[src/rtl/regfile_alu_core_if.sv]
// Instruction/result bundle between the sequencer (master) and the regfile/ALU core (slave).
interface regfile_alu_core_if #(
  parameter int WIDTH = 4,
  parameter int NREGS = 16
);
  localparam int AW = $clog2(NREGS);

  logic             instr_valid;
  logic             instr_ready;
  logic [2:0]       opcode;
  logic [AW-1:0]    rd;
  logic [AW-1:0]    rs1;
  logic [AW-1:0]    rs2;
  logic [WIDTH-1:0] imm;
  logic [WIDTH-1:0] result;
  logic             result_valid;
  logic             cf;
  logic             sf;
  logic             zf;
  logic             invalid;

  modport master (
    output instr_valid, opcode, rd, rs1, rs2, imm,
    input  instr_ready, result, result_valid, cf, sf, zf, invalid
  );

  modport slave (
    input  instr_valid, opcode, rd, rs1, rs2, imm,
    output instr_ready, result, result_valid, cf, sf, zf, invalid
  );
endinterface

[src/rtl/regfile_alu_core.sv]
// Multi-cycle regfile + ALU: IDLE->READ->EXEC->WB, result_valid one cycle after the WB edge.
// Accepts one instruction per 4 cycles; instr_ready is low while an instruction is in flight.
module regfile_alu_core #(
  parameter int WIDTH = 4,
  parameter int NREGS = 16,
  localparam int AW = $clog2(NREGS)
) (
  input logic              clk,
  input logic              rst,
  regfile_alu_core_if.slave bus
);
  typedef enum logic [1:0] {S_IDLE, S_READ, S_EXEC, S_WB} state_t;

  localparam logic [2:0] OP_AND  = 3'b000;
  localparam logic [2:0] OP_OR   = 3'b001;
  localparam logic [2:0] OP_ADD  = 3'b010;
  localparam logic [2:0] OP_SUB  = 3'b011;
  localparam logic [2:0] OP_LOAD = 3'b100;

  state_t           state_q, state_d;
  logic             ready;
  logic             accept;

  logic [2:0]       op_q;
  logic [AW-1:0]    rd_q, rs1_q, rs2_q;
  logic [WIDTH-1:0] imm_q, a_q, b_q;
  logic [WIDTH-1:0] rf_q [NREGS];

  logic [WIDTH-1:0] alu_res_d, ex_res_q;
  logic             alu_cf_d, alu_sf_d, alu_zf_d, alu_inv_d;
  logic             ex_cf_q, ex_sf_q, ex_zf_q, ex_inv_q;
  logic [WIDTH:0]   sum;

  logic [WIDTH-1:0] result_q;
  logic             result_valid_q, cf_q, sf_q, zf_q, invalid_q;

  assign accept = bus.instr_valid && ready;

  always_ff @(posedge clk) begin
    if (rst) state_q <= S_IDLE;
    else     state_q <= state_d;
  end

  always_comb begin
    state_d = state_q;
    case (state_q)
      S_IDLE:  if (accept) state_d = S_READ;
      S_READ:  state_d = S_EXEC;
      S_EXEC:  state_d = S_WB;
      S_WB:    state_d = S_IDLE;
      default: state_d = S_IDLE;
    endcase
  end

  always_comb begin
    ready = (state_q == S_IDLE);
  end

  assign sum = {1'b0, a_q} + {1'b0, b_q};

  // SUB reports magnitude with sf marking a negative difference.
  always_comb begin
    alu_res_d = '0;
    alu_cf_d  = 1'b0;
    alu_sf_d  = 1'b0;
    alu_inv_d = 1'b0;
    case (op_q)
      OP_AND:  alu_res_d = a_q & b_q;
      OP_OR:   alu_res_d = a_q | b_q;
      OP_ADD:  {alu_cf_d, alu_res_d} = sum;
      OP_SUB: begin
        if (a_q < b_q) begin
          alu_res_d = b_q - a_q;
          alu_sf_d  = 1'b1;
        end else begin
          alu_res_d = a_q - b_q;
        end
      end
      OP_LOAD: alu_res_d = imm_q;
      default: alu_inv_d = 1'b1;
    endcase
    alu_zf_d = !alu_inv_d && (alu_res_d == '0);
  end

  always_ff @(posedge clk) begin
    if (rst) begin
      op_q           <= '0;
      rd_q           <= '0;
      rs1_q          <= '0;
      rs2_q          <= '0;
      imm_q          <= '0;
      a_q            <= '0;
      b_q            <= '0;
      ex_res_q       <= '0;
      ex_cf_q        <= 1'b0;
      ex_sf_q        <= 1'b0;
      ex_zf_q        <= 1'b0;
      ex_inv_q       <= 1'b0;
      result_q       <= '0;
      result_valid_q <= 1'b0;
      cf_q           <= 1'b0;
      sf_q           <= 1'b0;
      zf_q           <= 1'b0;
      invalid_q      <= 1'b0;
      for (int i = 0; i < NREGS; i++) rf_q[i] <= '0;
    end else begin
      result_valid_q <= (state_q == S_WB);
      if (accept) begin
        op_q  <= bus.opcode;
        rd_q  <= bus.rd;
        rs1_q <= bus.rs1;
        rs2_q <= bus.rs2;
        imm_q <= bus.imm;
      end
      if (state_q == S_READ) begin
        a_q <= rf_q[rs1_q];
        b_q <= rf_q[rs2_q];
      end
      if (state_q == S_EXEC) begin
        ex_res_q <= alu_res_d;
        ex_cf_q  <= alu_cf_d;
        ex_sf_q  <= alu_sf_d;
        ex_zf_q  <= alu_zf_d;
        ex_inv_q <= alu_inv_d;
      end
      if (state_q == S_WB) begin
        if (!ex_inv_q) rf_q[rd_q] <= ex_res_q;
        result_q  <= ex_res_q;
        cf_q      <= ex_cf_q;
        sf_q      <= ex_sf_q;
        zf_q      <= ex_zf_q;
        invalid_q <= ex_inv_q;
      end
    end
  end

  assign bus.instr_ready  = ready;
  assign bus.result       = result_q;
  assign bus.result_valid = result_valid_q;
  assign bus.cf           = cf_q;
  assign bus.sf           = sf_q;
  assign bus.zf           = zf_q;
  assign bus.invalid      = invalid_q;
endmodule

[src/flat_wrapper.sv]
// flat-port wrapper written by rule: the top's interface ports become plain ports
module regfile_alu_core_flat 
#(
  parameter int WIDTH = 4,
  parameter int NREGS = 16,
  localparam int AW = $clog2(NREGS)
)
  (clk, rst, bus_instr_valid, bus_opcode, bus_rd, bus_rs1, bus_rs2, bus_imm, bus_instr_ready, bus_result, bus_result_valid, bus_cf, bus_sf, bus_zf, bus_invalid);
  regfile_alu_core_if #(.WIDTH(WIDTH), .NREGS(NREGS)) bus_i ();
  input logic clk;
  input logic rst;
  input wire logic [$bits(bus_i.instr_valid)-1:0] bus_instr_valid;
  input wire logic [$bits(bus_i.opcode)-1:0] bus_opcode;
  input wire logic [$bits(bus_i.rd)-1:0] bus_rd;
  input wire logic [$bits(bus_i.rs1)-1:0] bus_rs1;
  input wire logic [$bits(bus_i.rs2)-1:0] bus_rs2;
  input wire logic [$bits(bus_i.imm)-1:0] bus_imm;
  output wire logic [$bits(bus_i.instr_ready)-1:0] bus_instr_ready;
  output wire logic [$bits(bus_i.result)-1:0] bus_result;
  output wire logic [$bits(bus_i.result_valid)-1:0] bus_result_valid;
  output wire logic [$bits(bus_i.cf)-1:0] bus_cf;
  output wire logic [$bits(bus_i.sf)-1:0] bus_sf;
  output wire logic [$bits(bus_i.zf)-1:0] bus_zf;
  output wire logic [$bits(bus_i.invalid)-1:0] bus_invalid;
  assign bus_i.instr_valid = bus_instr_valid;
  assign bus_i.opcode = bus_opcode;
  assign bus_i.rd = bus_rd;
  assign bus_i.rs1 = bus_rs1;
  assign bus_i.rs2 = bus_rs2;
  assign bus_i.imm = bus_imm;
  assign bus_instr_ready = bus_i.instr_ready;
  assign bus_result = bus_i.result;
  assign bus_result_valid = bus_i.result_valid;
  assign bus_cf = bus_i.cf;
  assign bus_sf = bus_i.sf;
  assign bus_zf = bus_i.zf;
  assign bus_invalid = bus_i.invalid;
  regfile_alu_core #(.WIDTH(WIDTH), .NREGS(NREGS)) u_core (.clk(clk), .rst(rst), .bus(bus_i));
endmodule
[config.mk]
export PLATFORM = sky130hd
export DESIGN_NAME = regfile_alu_core_flat
export DESIGN_NICKNAME = d
export VERILOG_FILES = /design/src/rtl/regfile_alu_core_if.sv /design/src/rtl/regfile_alu_core.sv /design/src/flat_wrapper.sv
export SDC_FILE = /design/constraint.sdc
export NUM_CORES = 1
export LEC_CHECK = 0
export BUFFER_PORTS_ARGS = -buffer_cell sky130_fd_sc_hd__buf_2
export CAP_MARGIN = 30
export CORE_MARGIN = 3
export CORE_UTILIZATION = 51
export DETAILED_ROUTE_END_ITERATION = 8
export PLACE_DENSITY_LB_ADDON = 0.15
export SYNTH_ARGS = -nofsm -noshare
export SYNTH_HDL_FRONTEND = slang
export SYNTH_SLANG_ARGS = --single-unit
[constraint.sdc]
create_clock -name clk -period 2.4 [get_ports clk]
set_input_delay 0.24 -clock clk [delete_from_list [all_inputs] [get_ports clk]]
set_output_delay 0.24 -clock clk [all_outputs]
set_load 0.02 [all_outputs]
=== Word-level counts from Yosys, hierarchy flattened ===
Memory sizes are Yosys's and may differ from the RTL's. A register that Yosys moved wholly into a read port is not among the register bits.
Cells that the tools add are included.

* Bits in writable memories: 64
* Memories kept: 1
* Output and inout port bits: 10
* Bits of input ports: 22
* Word-level logic and storage cells: 56
* Flip-flop bits (word level): 38

{| class="wikitable"
|+ Memories
! name !! depth !! width !! read ports !! clocked after memory_dff !! write ports !! RTL line !! source
|-
| u_core.rf_q || 16 || 4 || 2 || 2 || 16 || regfile_alu_core.sv:27 || <nowiki>logic [WIDTH-1:0] rf_q [NREGS];</nowiki>
|}

* Equality and inequality tests: 8
* Reduce and logical (&&, ||, !) cells: 7
* $add $sub $neg: 3
* Bitwise operators: 2
* Order comparisons: 1
* Multiplexer cells: 17

{| class="wikitable"
|+ Operator list
! operator !! number
|-
| 4-bit case mux with 5 select lines || 1
|-
| 4-bit two-way mux || 3
|-
| 1-bit two-way mux || 11
|-
| 2-bit case mux with 4 select lines || 1
|-
| 4-bit subtractor || 2
|-
| 3-bit by 2-bit == test with 1-bit output, second input constant || 2
|-
| 4-bit by 4-bit adder with 5-bit output || 1
|-
| 5-bit OR reduction || 1
|-
| 4-bit bitwise AND || 1
|-
| 2-bit == test, second input constant || 2
|-
| 4-bit logical NOT || 1
|-
| 4-bit less-than comparator || 1
|-
| 4-bit OR || 1
|-
| 4-bit OR reduction || 1
|-
| 3-bit by 1-bit == test with 1-bit output, second input constant || 1
|-
| 3-bit == test, second input constant || 1
|-
| 3-bit logical NOT || 1
|-
| 2-bit by 1-bit == test with 1-bit output, second input constant || 1
|-
| 1-bit logical AND || 2
|-
| 2-bit logical NOT || 1
|-
| 2-bit two-way mux || 1
|-
| 2-bit != test, second input constant || 1
|}

=== Depth between registers and ports, before layout ===
Gate-level depths: netlist (run 1).

* Depth after elaboration: 6
* Mapped depth: 10
* Depth with buffers taken out: 10

=== Worst setup path after synthesis (run 1) ===
Ideal clock, no wire load.

* Path type: reg-to-reg
* From: reg u_core.b_q[2], read port of u_core.rf_q
* To: reg u_core.ex_zf_q
* Setup time: 69 ps
* Arrival time: 2037 ps
* Cell stages (with the launch flop): 9
* Path slack: 294 ps
* Data required time: 2331 ps
* Path buffers: 0
* Clock period less this slack: 2106 ps
* Cell sequence: dfxtp_1 -> inv_1 -> ha_1 -> nand2b_1 -> a2bb2oi_1 -> mux2_2 -> a221oi_1 -> nand3_1 -> o21ai_1

* Cells in the longest elaborated chain, start to end: 5
* Elaborated cells between the ends (all ways): 10
* Classes of those cells: add/sub (3); order compare (1); mux (2); bitwise (2); reduce/logical (2)

{| class="wikitable"
|+ RTL lines
! element !! RTL line !! source
|-
| from (decl) || regfile_alu_core.sv:26 || <nowiki>logic [WIDTH-1:0] imm_q, a_q, b_q;</nowiki>
|-
| 4-bit subtractor, or another cell as far along || regfile_alu_core.sv:76 || <nowiki>alu_res_d = a_q - b_q;</nowiki>
|-
| 4-bit two-way mux || regfile_alu_core.sv:72 || <nowiki>if (a_q < b_q) begin</nowiki>
|-
| 4-bit case mux with 5 select lines (*) || regfile_alu_core.sv:67 || <nowiki>case (op_q)</nowiki>
|-
| 4-bit logical NOT (*) || regfile_alu_core.sv:82 || <nowiki>alu_zf_d = !alu_inv_d && (alu_res_d == '0);</nowiki>
|-
| 1-bit logical AND (*) || regfile_alu_core.sv:82 ||
|-
| to (signal assigned) || regfile_alu_core.sv:123 || <nowiki>ex_zf_q <= alu_zf_d;</nowiki>
|-
| to (decl) || regfile_alu_core.sv:31 || <nowiki>logic ex_cf_q, ex_sf_q, ex_zf_q, ex_inv_q;</nowiki>
|}

Mark *: on every way between the ends. The rest lies on a longest branch, timed or not.
A chain may end at the register's enable or synchronous reset.

=== Worst setup path after layout (run 1) ===
* From: reg u_core.b_q[0], read port of u_core.rf_q
* To: reg u_core.ex_zf_q

Same word-level chain as after synthesis.

==> results of run 1 <==
-- worst max path at each step --
stage | startpoint | to | slack (ns) | depth (start not counted)
final | u_core.b_q[0] | u_core.ex_zf_q | 0.18 | 8
after global placement | u_core.b_q[0] | u_core.ex_zf_q | 0.21 | 8
after global routing | u_core.b_q[0] | u_core.ex_zf_q | 0.03 | 8
after CTS | u_core.a_q[0] | u_core.ex_zf_q | 0.14 | 10
after floorplan | u_core.b_q[2] | u_core.ex_zf_q | 0.29 | 8
after detailed placement | u_core.a_q[0] | u_core.ex_zf_q | 0.16 | 10
-- stage by stage --
step / power [W] / instances
2_1_floorplan: 0.00364 / 498
3_3_place_gp: 0.00413 / 646
3_5_place_dp: 0.00417 / 646
4_1_cts: 0.00555 / 662
5_1_grt: 0.00581 / 662
6_report: 0.00551 / 662
-- per-layer routing --
metal / vias up / GRT usage (%)
met5: - / 0
met4: 0 / 6.09
met3: 16 / 5.24
met2: 104 / 35.3
met1: 1863 / 28.3
li1: 1809 / -
-- cell usage in the layout, fill, tap and decap left out, drive strengths merged, types with 3 or more instances in the layout --
cell type / netlist / routed
and2: 65 / 65
edfxtp: 64 / 64
nand2: 47 / 47
dfxtp: 46 / 46
nor2: 42 / 42
mux4: 40 / 40
buf: 7 / 40
a21oi: 25 / 25
mux2i: 21 / 21
ha: 19 / 19
inv: 16 / 19
or2: 16 / 16
nand2b: 10 / 10
nor3: 10 / 10
clkbuf: 25 / 10
a211oi: 8 / 8
nor2b: 7 / 7
fa: 3 / 3
-- worst reg2reg max path, cell delays in order (launching register included) --
cell and delay, ns:
dfxtp_1 0.34, ha_1 0.28, fa_1 0.48, xnor2_1 0.19, nor3_1 0.06, a2111oi_0 0.39, o31a_1 0.24, nand3_1 0.07
o21ai_1 0.11
-- power groups by stage --
stage	registers [W]	clock network [W]	logic, W
6_report	0.00254	0.00140	0.00157
5_1_grt	0.00258	0.00150	0.00173
4_1_cts	0.00255	0.00142	0.00158
3_5_place_dp	0.00259	0	0.00157
3_3_place_gp	0.00258	0	0.00155
2_1_floorplan	0.00234	0	0.00130
-- state kept, by name, summed over array words and instances, names as in the netlist, 2 cells and up --
name and cells:
u_core.bus.result 4, u_core.rs1_q 4, u_core.rs2_q 4, u_core.ex_res_q 4
u_core.rf_q 64, u_core.state_q 2, u_core.rd_q 4, u_core.a_q 4
u_core.imm_q 4, u_core.b_q 4, u_core.op_q 3
-- layout make-up --
cell class	count	share of cell area, %
Clock buffer	10	3.56
Clock inverter	6	0.701
Inverter	16	0.935
Multi-Input combinational cell	340	44.0
Sequential cell	110	44.3
Tap cell	140	2.73
Timing Repair Buffer	40	3.86
-- kinds of logic after synthesis --
| family | after synthesis | share of synthesized area, % |
|---|---|---|
| AND/OR/NAND/NOR | 207 | 18.2 |
| XOR/XNOR | 1 | 0.149 |
| adder cells (fa/ha/maj) | 22 | 5.07 |
| multiplexers | 62 | 19.4 |
| buffers and inverters | 48 | 3.68 |
| AO/OA/AOI/OAI | 48 | 5.19 |
| flip-flops | 110 | 48.4 |
==> load_flow_metrics.sql, run 1 <==
INSERT INTO impl_metrics (metric_group, metric, value, unit) VALUES
('status', 'run_status', 'completed', ''),
('drt', 'routed_via_density', '5.73', ''),
('clocking', 'worst_skew_pair.late_latency', '0.35', 'ns'),
('layout', 'syn2layout_area_growth', '9.30', '%'),
('die', 'core_outline_area', '11000', 'µm²'),
('min_path', 'whs_endpoint', 'u_core.bus.result_valid', ''),
('layout', 'utilization_of_the_core_after_routing', '58.2', '%'),
('drt', 'routed_wirelength', '12800', 'µm'),
('synth', 'synth_top_area_share', '32.7', '%'),
('synth', 'seq_area_frac_synth', '48.4', '%'),
('layout', 'final-seq-area', '2840', 'µm²'),
('clocking', 'clock-root-buffer', 'clkbuf_16', ''),
('die', 'num_rows', '38', ''),
('pwr', 'power.sequential.fraction', '46.2', '%'),
('synth', 'syn-cell-area', '5880', 'µm²'),
('synth', 'synth-seq-cells', '110', ''),
('drt', 'met2_length', '6500', 'µm'),
('pwr', 'switching_share', '33.8', '%'),
('synth', 'post_synth_inst_count', '498', ''),
('setup_path', 'worst_r2r_path_depth', '8', ''),
('clocking', 'post_cts_hold_buffer_count', '0', ''),
('drt', 'average_wire_length_per_cell_after_detail_routing', '19.4', 'µm'),
('synth', 'synth_warnings', '0', ''),
('drt', 'antenna_violating_nets_post_route', '0', ''),
('sta', 'finalMaxSlewViolations', '0', ''),
('clocking', 'cts_buffers', '9', ''),
('setup_path', 'worst-path-buf-inv', '0', ''),
('drt', 'wl_met1', '5370', 'µm'),
('die', 'num_io_pins', '32', ''),
('setup_path', 'critical_path.cell_chain', 'ha_1, fa_1, xnor2_1, nor3_1, a2111oi_0, o31a_1, nand3_1, o21ai_1', ''),
('layout', 'fillerInstances', '937', ''),
('die', 'overall_die_height', '113', 'µm'),
('clocking', 'cts_post_setup_buffers_inserted', '0', ''),
('setup_path', 'crit_path_max_incr_delay', '0.48', 'ns'),
('job', 'max_cap_viol_count', '0', ''),
('placement', 'detailed_place.area', '6140', 'µm²'),
('synth', 'synth_commonest_cells', '65 x and2_1, 64 x edfxtp_1, 47 x nand2_1', ''),
('clocking', 'cts.clk_slew.worst_paths', '0.07', 'ns'),
('die', 'initial_utilization', '53.3', '%'),
('placement', 'setup_ws_pre_cts', '0.157', 'ns'),
('pwr', 'power_frac_comb', '28.5', '%'),
('sta', 'min_period_over_period', '92.6', '%'),
('clocking', 'total_number_of_clock_tree_sinks', '110', ''),
('pwr', 'cellPowerDensity', '858', 'nW/µm²'),
('setup_path', 'worst_ep_required_time', '2.69', 'ns'),
('sta', 'hold-worst-slack', '0.0908', 'ns'),
('setup_path', 'timing.rr.start', 'u_core.b_q[0]', ''),
('sta', 'finClkSkew', '0.00732', 'ns'),
('global_route', 'grt_first_pass_wirelength', '20500', 'µm'),
('clocking', 'cts_max_path_buffers', '2', ''),
('global_route', 'grt_max_degree', '63', ''),
('sta', 'fin_ws', '0.179', 'ns'),
('setup_path', 'timing.critical_path.to_type', 'flop', ''),
('drt', 'vias', '3792', ''),
('sta', 'shortest_period_the_worst_path_allows', '2.22', 'ns'),
('drt', 'drtIter0Drc', '303', ''),
('synth', 'synth_top_area_cells', 'edfxtp_1 33%, dfxtp_1 16%, mux4_2 14%', ''),
('placement', 'gp_congestion', '0.866', ''),
('layout', 'finalInstanceArea', '6420', 'µm²'),
('setup_path', 'crit_path_max_fanout', '4', ''),
('pwr', 'power.share.clock', '25.3', '%'),
('placement', 'dp_hpwl', '9250', 'µm'),
('die', 'chipWidth', '113', 'µm'),
('synth', 'postSynth.asyncResetShare', '0', '%'),
('layout', 'finish.net_count', '561', ''),
('sta', 'timing.final.setup_violations', '0', ''),
('global_route', 'grt.total_usage', '21.4', '%'),
('drt', 'drt_pre_antenna_iters', '4', ''),
('pwr', 'vdd_ir_drop_max', '653', 'µV'),
('synth', 'postSynth.topFlopCell', 'edfxtp_1', ''),
('global_route', 'grt_pass1_vias', '3769', '');
(Power assumes the default switching activity.)
==> inputs of run 2 (changes only) <==
--- a/config.mk
+++ b/config.mk
@@ -9,6 +9,7 @@
 export CAP_MARGIN = 30
 export CORE_MARGIN = 3
 export CORE_UTILIZATION = 51
+export CTS_BUF_LIST = sky130_fd_sc_hd__clkbuf_2
 export DETAILED_ROUTE_END_ITERATION = 8
 export PLACE_DENSITY_LB_ADDON = 0.15
 export SYNTH_ARGS = -nofsm -noshare
==> run 2 against run 1 <==
Against the previous run:
- clock skew is 0.027 ns higher
- critical path type unchanged
- first-iteration DRC count is 5.9% higher
- non-clock buffer count is 21 higher
- total power is 11% lower
==> load_flow_metrics.sql, run 2 (same netlist as run 1, synthesis figures left out) <==
INSERT INTO impl_metrics (metric_group, metric, value, unit) VALUES
('status', 'run_status', 'completed', ''),
('placement', 'dp_hpwl', '9250', 'µm'),
('sta', 'finalMaxSlewViolations', '0', ''),
('drt', 'routed_via_density', '5.71', ''),
('drt', 'average_wire_length_per_cell_after_detail_routing', '19.4', 'µm'),
('setup_path', 'critical_path_arrival', '2.82', 'ns'),
('sta', 'shortest_period_the_worst_path_allows', '2.23', 'ns'),
('drt', 'routed_wirelength', '13200', 'µm'),
('global_route', 'grt_max_degree', '63', ''),
('drt', 'drtIter0Drc', '321', ''),
('placement', 'io_buffers', '31', ''),
('sta', 'final.setup.tns', '0', 'ns'),
('sta', 'max-slew-margin-rel', '44.6', '%'),
('placement', 'gp_congestion', '0.866', ''),
('clocking', 'worst_skew_pair.late_latency', '0.65', 'ns'),
('setup_path', 'worst-path-buf-inv', '0', ''),
('setup_path', 'crit_path_max_incr_delay', '0.48', 'ns'),
('setup_path', 'critical_path.cell_chain', 'ha_1, fa_1, xnor2_1, nor3_1, a2111oi_1, o31a_1, nand3_1, o21ai_1', ''),
('min_path', 'min_delay_path_depth', '3', ''),
('clocking', 'ctsHtreeMaxLevel', '3', ''),
('min_path', 'worst_hold_startpoint', 'rst', ''),
('global_route', 'grt_first_pass_wirelength', '21200', 'µm'),
('setup_path', 'timing.critical_path.slowest_stage_cell', 'fa_1', ''),
('layout', 'finish.net_count', '582', ''),
('global_route', 'grt_pass1_vias', '3944', ''),
('job', 'max_cap_viol_count', '0', ''),
('die', 'num_rows', '38', ''),
('drt', 'drc', '0', ''),
('sta', 'timing.final.setup_violations', '0', ''),
('clocking', 'cts_post_setup_buffers_inserted', '0', ''),
('drt', 'met2_length', '6630', 'µm'),
('layout', 'fillerInstances', '934', ''),
('setup_path', 'crit_family', 'adder cells', ''),
('pwr', 'vdd_ir_drop_max', '544', 'µV'),
('layout', 'layout.cells.most_common', 'and2_1', ''),
('sta', 'finClkSkew', '0.0346', 'ns'),
('global_route', 'antenna_found_initial', '0', ''),
('clocking', 'clock-root-buffer', 'clkbuf_2', ''),
('clocking', 'total_number_of_clock_tree_sinks', '110', ''),
('sta', 'worst_slew_pin_slew', '0.829', 'ns'),
('drt', 'vias', '3903', ''),
('clocking', 'cts_max_path_buffers', '2', ''),
('setup_path', 'crit_path_launch_type', 'flop', ''),
('layout', 'drive_above_1_share', '20.3', '%'),
('die', 'overall_die_height', '113', 'µm'),
('setup_path', 'crit_path_max_fanout', '4', ''),
('sta', 'rsz0062_at_grt', 'false', ''),
('sta', 'final_hold_viol_count', '0', ''),
('layout', 'max_reg_flops', '64', ''),
('global_route', 'grt.total_usage', '22.1', '%'),
('setup_path', 'crit_type', 'reg2reg', ''),
('drt', 'drt_pre_antenna_iters', '4', ''),
('clocking', 'cts.clk_slew.worst_paths', '0.30', 'ns'),
('die', 'num_io_pins', '32', ''),
('die', 'die_area', '12800', 'µm²'),
('die', 'initial_utilization', '53.3', '%'),
('sta', 'max_freq', '449', 'MHz'),
('drt', 'highest_layer', 'met4', ''),
('setup_path', 'path_depth', '8', ''),
('pwr', 'cellPowerDensity', '763', 'nW/µm²'),
('min_path', 'worstHoldPathType', 'in2reg', ''),
('global_route', 'grt_overflow', '0', ''),
('sta', 'min_period_over_period', '92.7', '%'),
('setup_path', 'timing.critical_path.to_type', 'flop', ''),
('placement', 'setup_ws_pre_cts', '0.157', 'ns'),
('setup_path', 'timing.rr.start', 'u_core.b_q[0]', ''),
('drt', 'dr_wl_met3', '653', 'µm'),
('setup_path', 'crit_start', 'u_core.b_q[0]', ''),
('clocking', 'cts_buffers', '9', ''),
('layout', 'final_cell_mix', '65 x and2_1, 64 x edfxtp_1, 47 x nand2_1', ''),
('drt', 'wl_met1', '5550', 'µm'),
('drt', 'antenna_violating_nets_post_route', '0', ''),
('pwr', 'static-leakage-power', '2.41', 'nW'),
('layout', 'syn2layout_area_growth', '9.88', '%'),
('setup_path', 'worst_ep_required_time', '2.99', 'ns'),
('layout', 'top_register', 'u_core.rf_q', ''),
('clocking', 'tritoncts', 'built', ''),
('die', 'chipWidth', '113', 'µm'),
('die', 'core_outline_area', '11000', 'µm²'),
('setup_path', 'worst_r2r_path_depth', '8', ''),
('layout', 'antennaDiodeCount', '0', ''),
('sta', 'fin_ws', '0.175', 'ns');
-- run 2: changes by cell type in the layout (fill, tap and decap cells not counted) --
cell | previous run | this run
dlygate4sd3_1 | 0 | 21
clkbuf_2 | 0 | 10
clkbuf_16 | 9 | 0
a2111oi_0 | 1 | 0
a2111oi_1 | 0 | 1
clkbuf_1 | 1 | 0
dfxtp_1 | 46 | 45
dfxtp_2 | 0 | 1
-- run 2: where the power goes --
part / switching, W / internal, W / leakage, nW
Sequential: 0.000364 / 0.00218 / 1.04
Combinational: 0.000824 / 0.000779 / 1.31
Clock: 0.000632 / 0.000152 / 0.0623
Total: 0.00182 / 0.00311 / 2.41
-- run 2: cell type report --
cell class / count / area [µm²] / share of cell area [%]
Sequential cell: 110 / 2840 / 44.0
Multi-Input combinational cell: 340 / 2830 / 43.8
Timing Repair Buffer: 61 / 458 / 7.09
Tap cell: 140 / 175 / 2.71
Inverter: 16 / 60.1 / 0.930
Clock buffer: 10 / 50.0 / 0.775
Clock inverter: 6 / 45.0 / 0.698
-- run 2: path summary, 6_finish.rpt --
path              slack [ns]                       to
hold reg to reg         0.48          u_core.imm_q[3]
setup reg to reg        0.17           u_core.ex_zf_q
hold / removal          0.31  u_core.bus.result_valid
setup / recovery        0.17           u_core.ex_zf_q
-- run 2: through the flow --
step | area (µm²) | hold WS, ns | instances | total power, W | utilization (%)
floorplan | 5880 | 0.376 | 498 | 0.00364 | -
global placement | 6140 | 0.450 | 646 | 0.00413 | 55.7
detailed placement | 6140 | 0.450 | 646 | 0.00417 | 55.7
CTS | 6450 | 0.239 | 683 | 0.00496 | 58.5
global route | 6460 | 0.267 | 683 | 0.00523 | 58.5
finish | 6460 | 0.313 | 683 | 0.00493 | 58.5
-- run 2: tightest hold or removal path, stage by stage --
cell and delay [ns]:
dlygate4sd3_1 0.54, buf_2 0.13, nor2b_1 0.06
-- run 2: timing repair --
| action | 4_1_cts | 5_1_grt |
|---|---|---|
| endpoints found under the setup margin | 0 | 2 |
| hold buffers | 21 | 0 |
| endpoints found under the hold margin | 22 | 0 |
| resized for setup | 0 | 3 |
-- run 2: per-layer routing --
| metal | up-vias | track usage, % |
|---|---|---|
| met5 | - | 0 |
| met4 | 0 | 8.49 |
| met3 | 31 | 5.61 |
| met2 | 96 | 36.0 |
| met1 | 1928 | 28.6 |
| li1 | 1848 | - |
==> inputs of run 3 (changes only) <==
--- a/config.mk
+++ b/config.mk
@@ -7,6 +7,7 @@
 export LEC_CHECK = 0
 export BUFFER_PORTS_ARGS = -buffer_cell sky130_fd_sc_hd__buf_2
 export CAP_MARGIN = 30
+export CORE_ASPECT_RATIO = 1.5
 export CORE_MARGIN = 3
 export CORE_UTILIZATION = 51
 export CTS_BUF_LIST = sky130_fd_sc_hd__clkbuf_2
==> run 3 against run 2 <==
Against the previous run:
- die area grew 0.21%
- clock skew grew 0.0057 ns
- sequential power is essentially flat
- setup slack gained 0.0088 ns
- critical path depth rose by 2
- hold slack gained 0.027 ns
- via count increased by 0.31%
- combinational power about the same
- final area up 0.37%
- clock-buffer cell count is 1 lower
- routed wire length up 4.0%
==> load_flow_metrics.sql, run 3 (same netlist as run 1, synthesis figures left out) <==
INSERT INTO impl_metrics (metric_group, metric, value, unit) VALUES
('drt', 'drtIter0Drc', '267', ''),
('layout', 'top_register', 'u_core.rf_q', ''),
('global_route', 'antenna_found_initial', '1', ''),
('setup_path', 'timing.critical_path.to_type', 'flop', ''),
('global_route', 'grt.total_usage', '23.0', '%'),
('global_route', 'grt_overflow', '0', ''),
('clocking', 'cts_buffers', '9', ''),
('pwr', 'static-leakage-power', '2.43', 'nW'),
('setup_path', 'worst_ep_required_time', '3.00', 'ns'),
('layout', 'finish.cell_count_without_fillers', '692', ''),
('sta', 'worst_slew_pin_slew', '0.871', 'ns'),
('setup_path', 'crit_start', 'u_core.a_q[0]', ''),
('drt', 'routed_wirelength', '13800', 'µm'),
('layout', 'finish.net_count', '583', ''),
('layout', 'final_cell_mix', '65 x and2_1, 64 x edfxtp_1, 47 x nand2_1', ''),
('placement', 'detailed_place.area', '6160', 'µm²'),
('setup_path', 'timing.rr.start', 'u_core.a_q[0]', ''),
('clocking', 'worst_skew_pair.late_latency', '0.63', 'ns'),
('drt', 'antenna_violating_nets_post_route', '0', ''),
('sta', 'final.setup.tns', '0', 'ns'),
('setup_path', 'crit_path_launch_type', 'flop', ''),
('setup_path', 'critical_path_arrival', '2.82', 'ns'),
('layout', 'layout.cells.most_common', 'and2_1', ''),
('sta', 'timing.final.setup_violations', '0', ''),
('sta', 'finalMaxSlewViolations', '0', ''),
('layout', 'syn2layout_area_growth', '10.3', '%'),
('min_path', 'worstHoldPathType', 'in2reg', ''),
('drt', 'routed_via_density', '5.66', ''),
('clocking', 'cts_max_path_buffers', '2', ''),
('sta', 'final_hold_viol_count', '0', ''),
('clocking', 'cts.clk_slew.worst_paths', '0.31', 'ns'),
('placement', 'gp_congestion', '0.832', ''),
('layout', 'max_reg_flops', '64', ''),
('layout', 'drive_above_1_share', '21.0', '%'),
('setup_path', 'worst_r2r_path_depth', '10', ''),
('setup_path', 'reg2reg_slack', '0.18', 'ns'),
('sta', 'max_freq', '451', 'MHz'),
('die', 'chipWidth', '93.7', 'µm'),
('placement', 'io_buffers', '31', ''),
('drt', 'average_wire_length_per_cell_after_detail_routing', '19.9', 'µm'),
('setup_path', 'crit_type', 'reg2reg', ''),
('die', 'die_area', '12900', 'µm²'),
('setup_path', 'reg2reg_to', 'u_core.ex_zf_q', ''),
('setup_path', 'crit_path_max_fanout', '4', ''),
('sta', 'shortest_period_the_worst_path_allows', '2.22', 'ns'),
('clocking', 'tritoncts', 'built', ''),
('layout', 'finalInstanceArea', '6480', 'µm²'),
('pwr', 'vdd_ir_drop_max', '348', 'µV'),
('job', 'max_cap_viol_count', '0', ''),
('placement', 'place_inst', '654', ''),
('drt', 'vias', '3915', ''),
('die', 'overall_die_height', '137', 'µm'),
('die', 'num_io_pins', '32', ''),
('die', 'num_rows', '47', ''),
('sta', 'rsz0062_at_grt', 'false', ''),
('global_route', 'grt_pass1_vias', '3947', ''),
('sta', 'finClkSkew', '0.0403', 'ns'),
('pwr', 'cellPowerDensity', '766', 'nW/µm²'),
('clocking', 'clock-root-buffer', 'clkbuf_2', ''),
('global_route', 'grt_first_pass_wirelength', '21600', 'µm'),
('drt', 'drc', '0', ''),
('clocking', 'ctsHtreeMaxLevel', '3', ''),
('clocking', 'total_number_of_clock_tree_sinks', '110', ''),
('global_route', 'grt_max_degree', '63', ''),
('sta', 'max-slew-margin-rel', '41.9', '%'),
('die', 'initial_utilization', '52.6', '%'),
('clocking', 'cts_post_setup_buffers_inserted', '0', ''),
('status', 'run_status', 'completed', ''),
('sta', 'min_period_over_period', '92.4', '%'),
('placement', 'dp_hpwl', '10100', 'µm'),
('drt', 'drt_pre_antenna_iters', '5', ''),
('die', 'core_outline_area', '11200', 'µm²'),
('setup_path', 'cp-endpoint', 'u_core.ex_zf_q', ''),
('layout', 'fillerInstances', '948', '');
==> run 3: cell count changes in the layout (fill, tap and decap cells not counted), sizes merged <==
cell      before  now
clkinv         2    1
clkinvlp       1    0
diode          0    1
clkbuf        10    9
buf           40   41
inv           19   22
==> run 3: what timing repair did <==
item / CTS / global route
hold endpoints to repair: 22 / 0
resized for setup: 0 / 5
hold buffers: 21 / 0
setup endpoints to repair: 0 / 11
==> run 3: metal layers <==
| layer | up-vias | part of all wire (%) | GRT usage (%) |
|---|---|---|---|
| met2 | 109 | 54 | 41.5 |
| met5 | - | 0 | 0 |
| met1 | 1918 | 37 | 26.1 |
| li1 | 1854 | - | - |
| met4 | 0 | 4.7 | 11.6 |
| met3 | 34 | 4.6 | 3.61 |
==> run 3: where the power goes <==
part / switching [W] / internal, W
clock network: 0.000649 / 0.000146
logic: 0.000833 / 0.000786
registers: 0.000373 / 0.00218
==> run 3: area by class of cell <==
class                           instances  area, µm²  area share (%)
Clock buffer                            9       45.0           0.695
Sequential cell                       110       2840            43.9
Clock inverter                          7       45.0           0.695
Timing Repair Buffer                   62        465            7.18
Antenna cell                            1       2.50          0.0386
Inverter                               16       60.1           0.927
Tap cell                              147        184            2.84
Multi-Input combinational cell        340       2840            43.7
==> run 3: through the flow <==
| step | setup slack, ns | utilization (%) | hold slack (ns) | total power (W) |
|---|---|---|---|---|
| 2_1_floorplan | 0.294 | - | 0.376 | 0.00364 |
| 3_3_place_gp | 0.221 | 55.1 | 0.451 | 0.00414 |
| 3_5_place_dp | 0.177 | 55.1 | 0.450 | 0.00418 |
| 4_1_cts | 0.114 | 57.8 | 0.306 | 0.00496 |
| 5_1_grt | 0.00957 | 58.0 | 0.316 | 0.00524 |
| 6_report | 0.183 | 58.0 | 0.340 | 0.00497 |
==> run 3: worst max-delay path, stage by stage (launching register included) <==
cell	delay [ns]
dfxtp_2	0.41
inv_1	0.07
ha_1	0.16
inv_1	0.06
fa_1	0.46
nand2b_1	0.11
a2bb2oi_2	0.07
mux2_2	0.27
a221oi_1	0.31
nand3_1	0.12
o21ai_1	0.14
==> run 3: worst min path at each step <==
stage	start	end	slack, ns	depth (start not counted)
after floorplan	bus_imm[1]	u_core.imm_q[1]	0.38	2
after global placement	u_core.imm_q[3]	u_core.imm_q[3]	0.45	2
after detailed placement	rst	u_core.bus.result_valid	0.45	2
after CTS	rst	u_core.bus.result_valid	0.31	3
after global routing	bus_rd[1]	u_core.rd_q[1]	0.32	4
final	rst	u_core.bus.result_valid	0.34	3
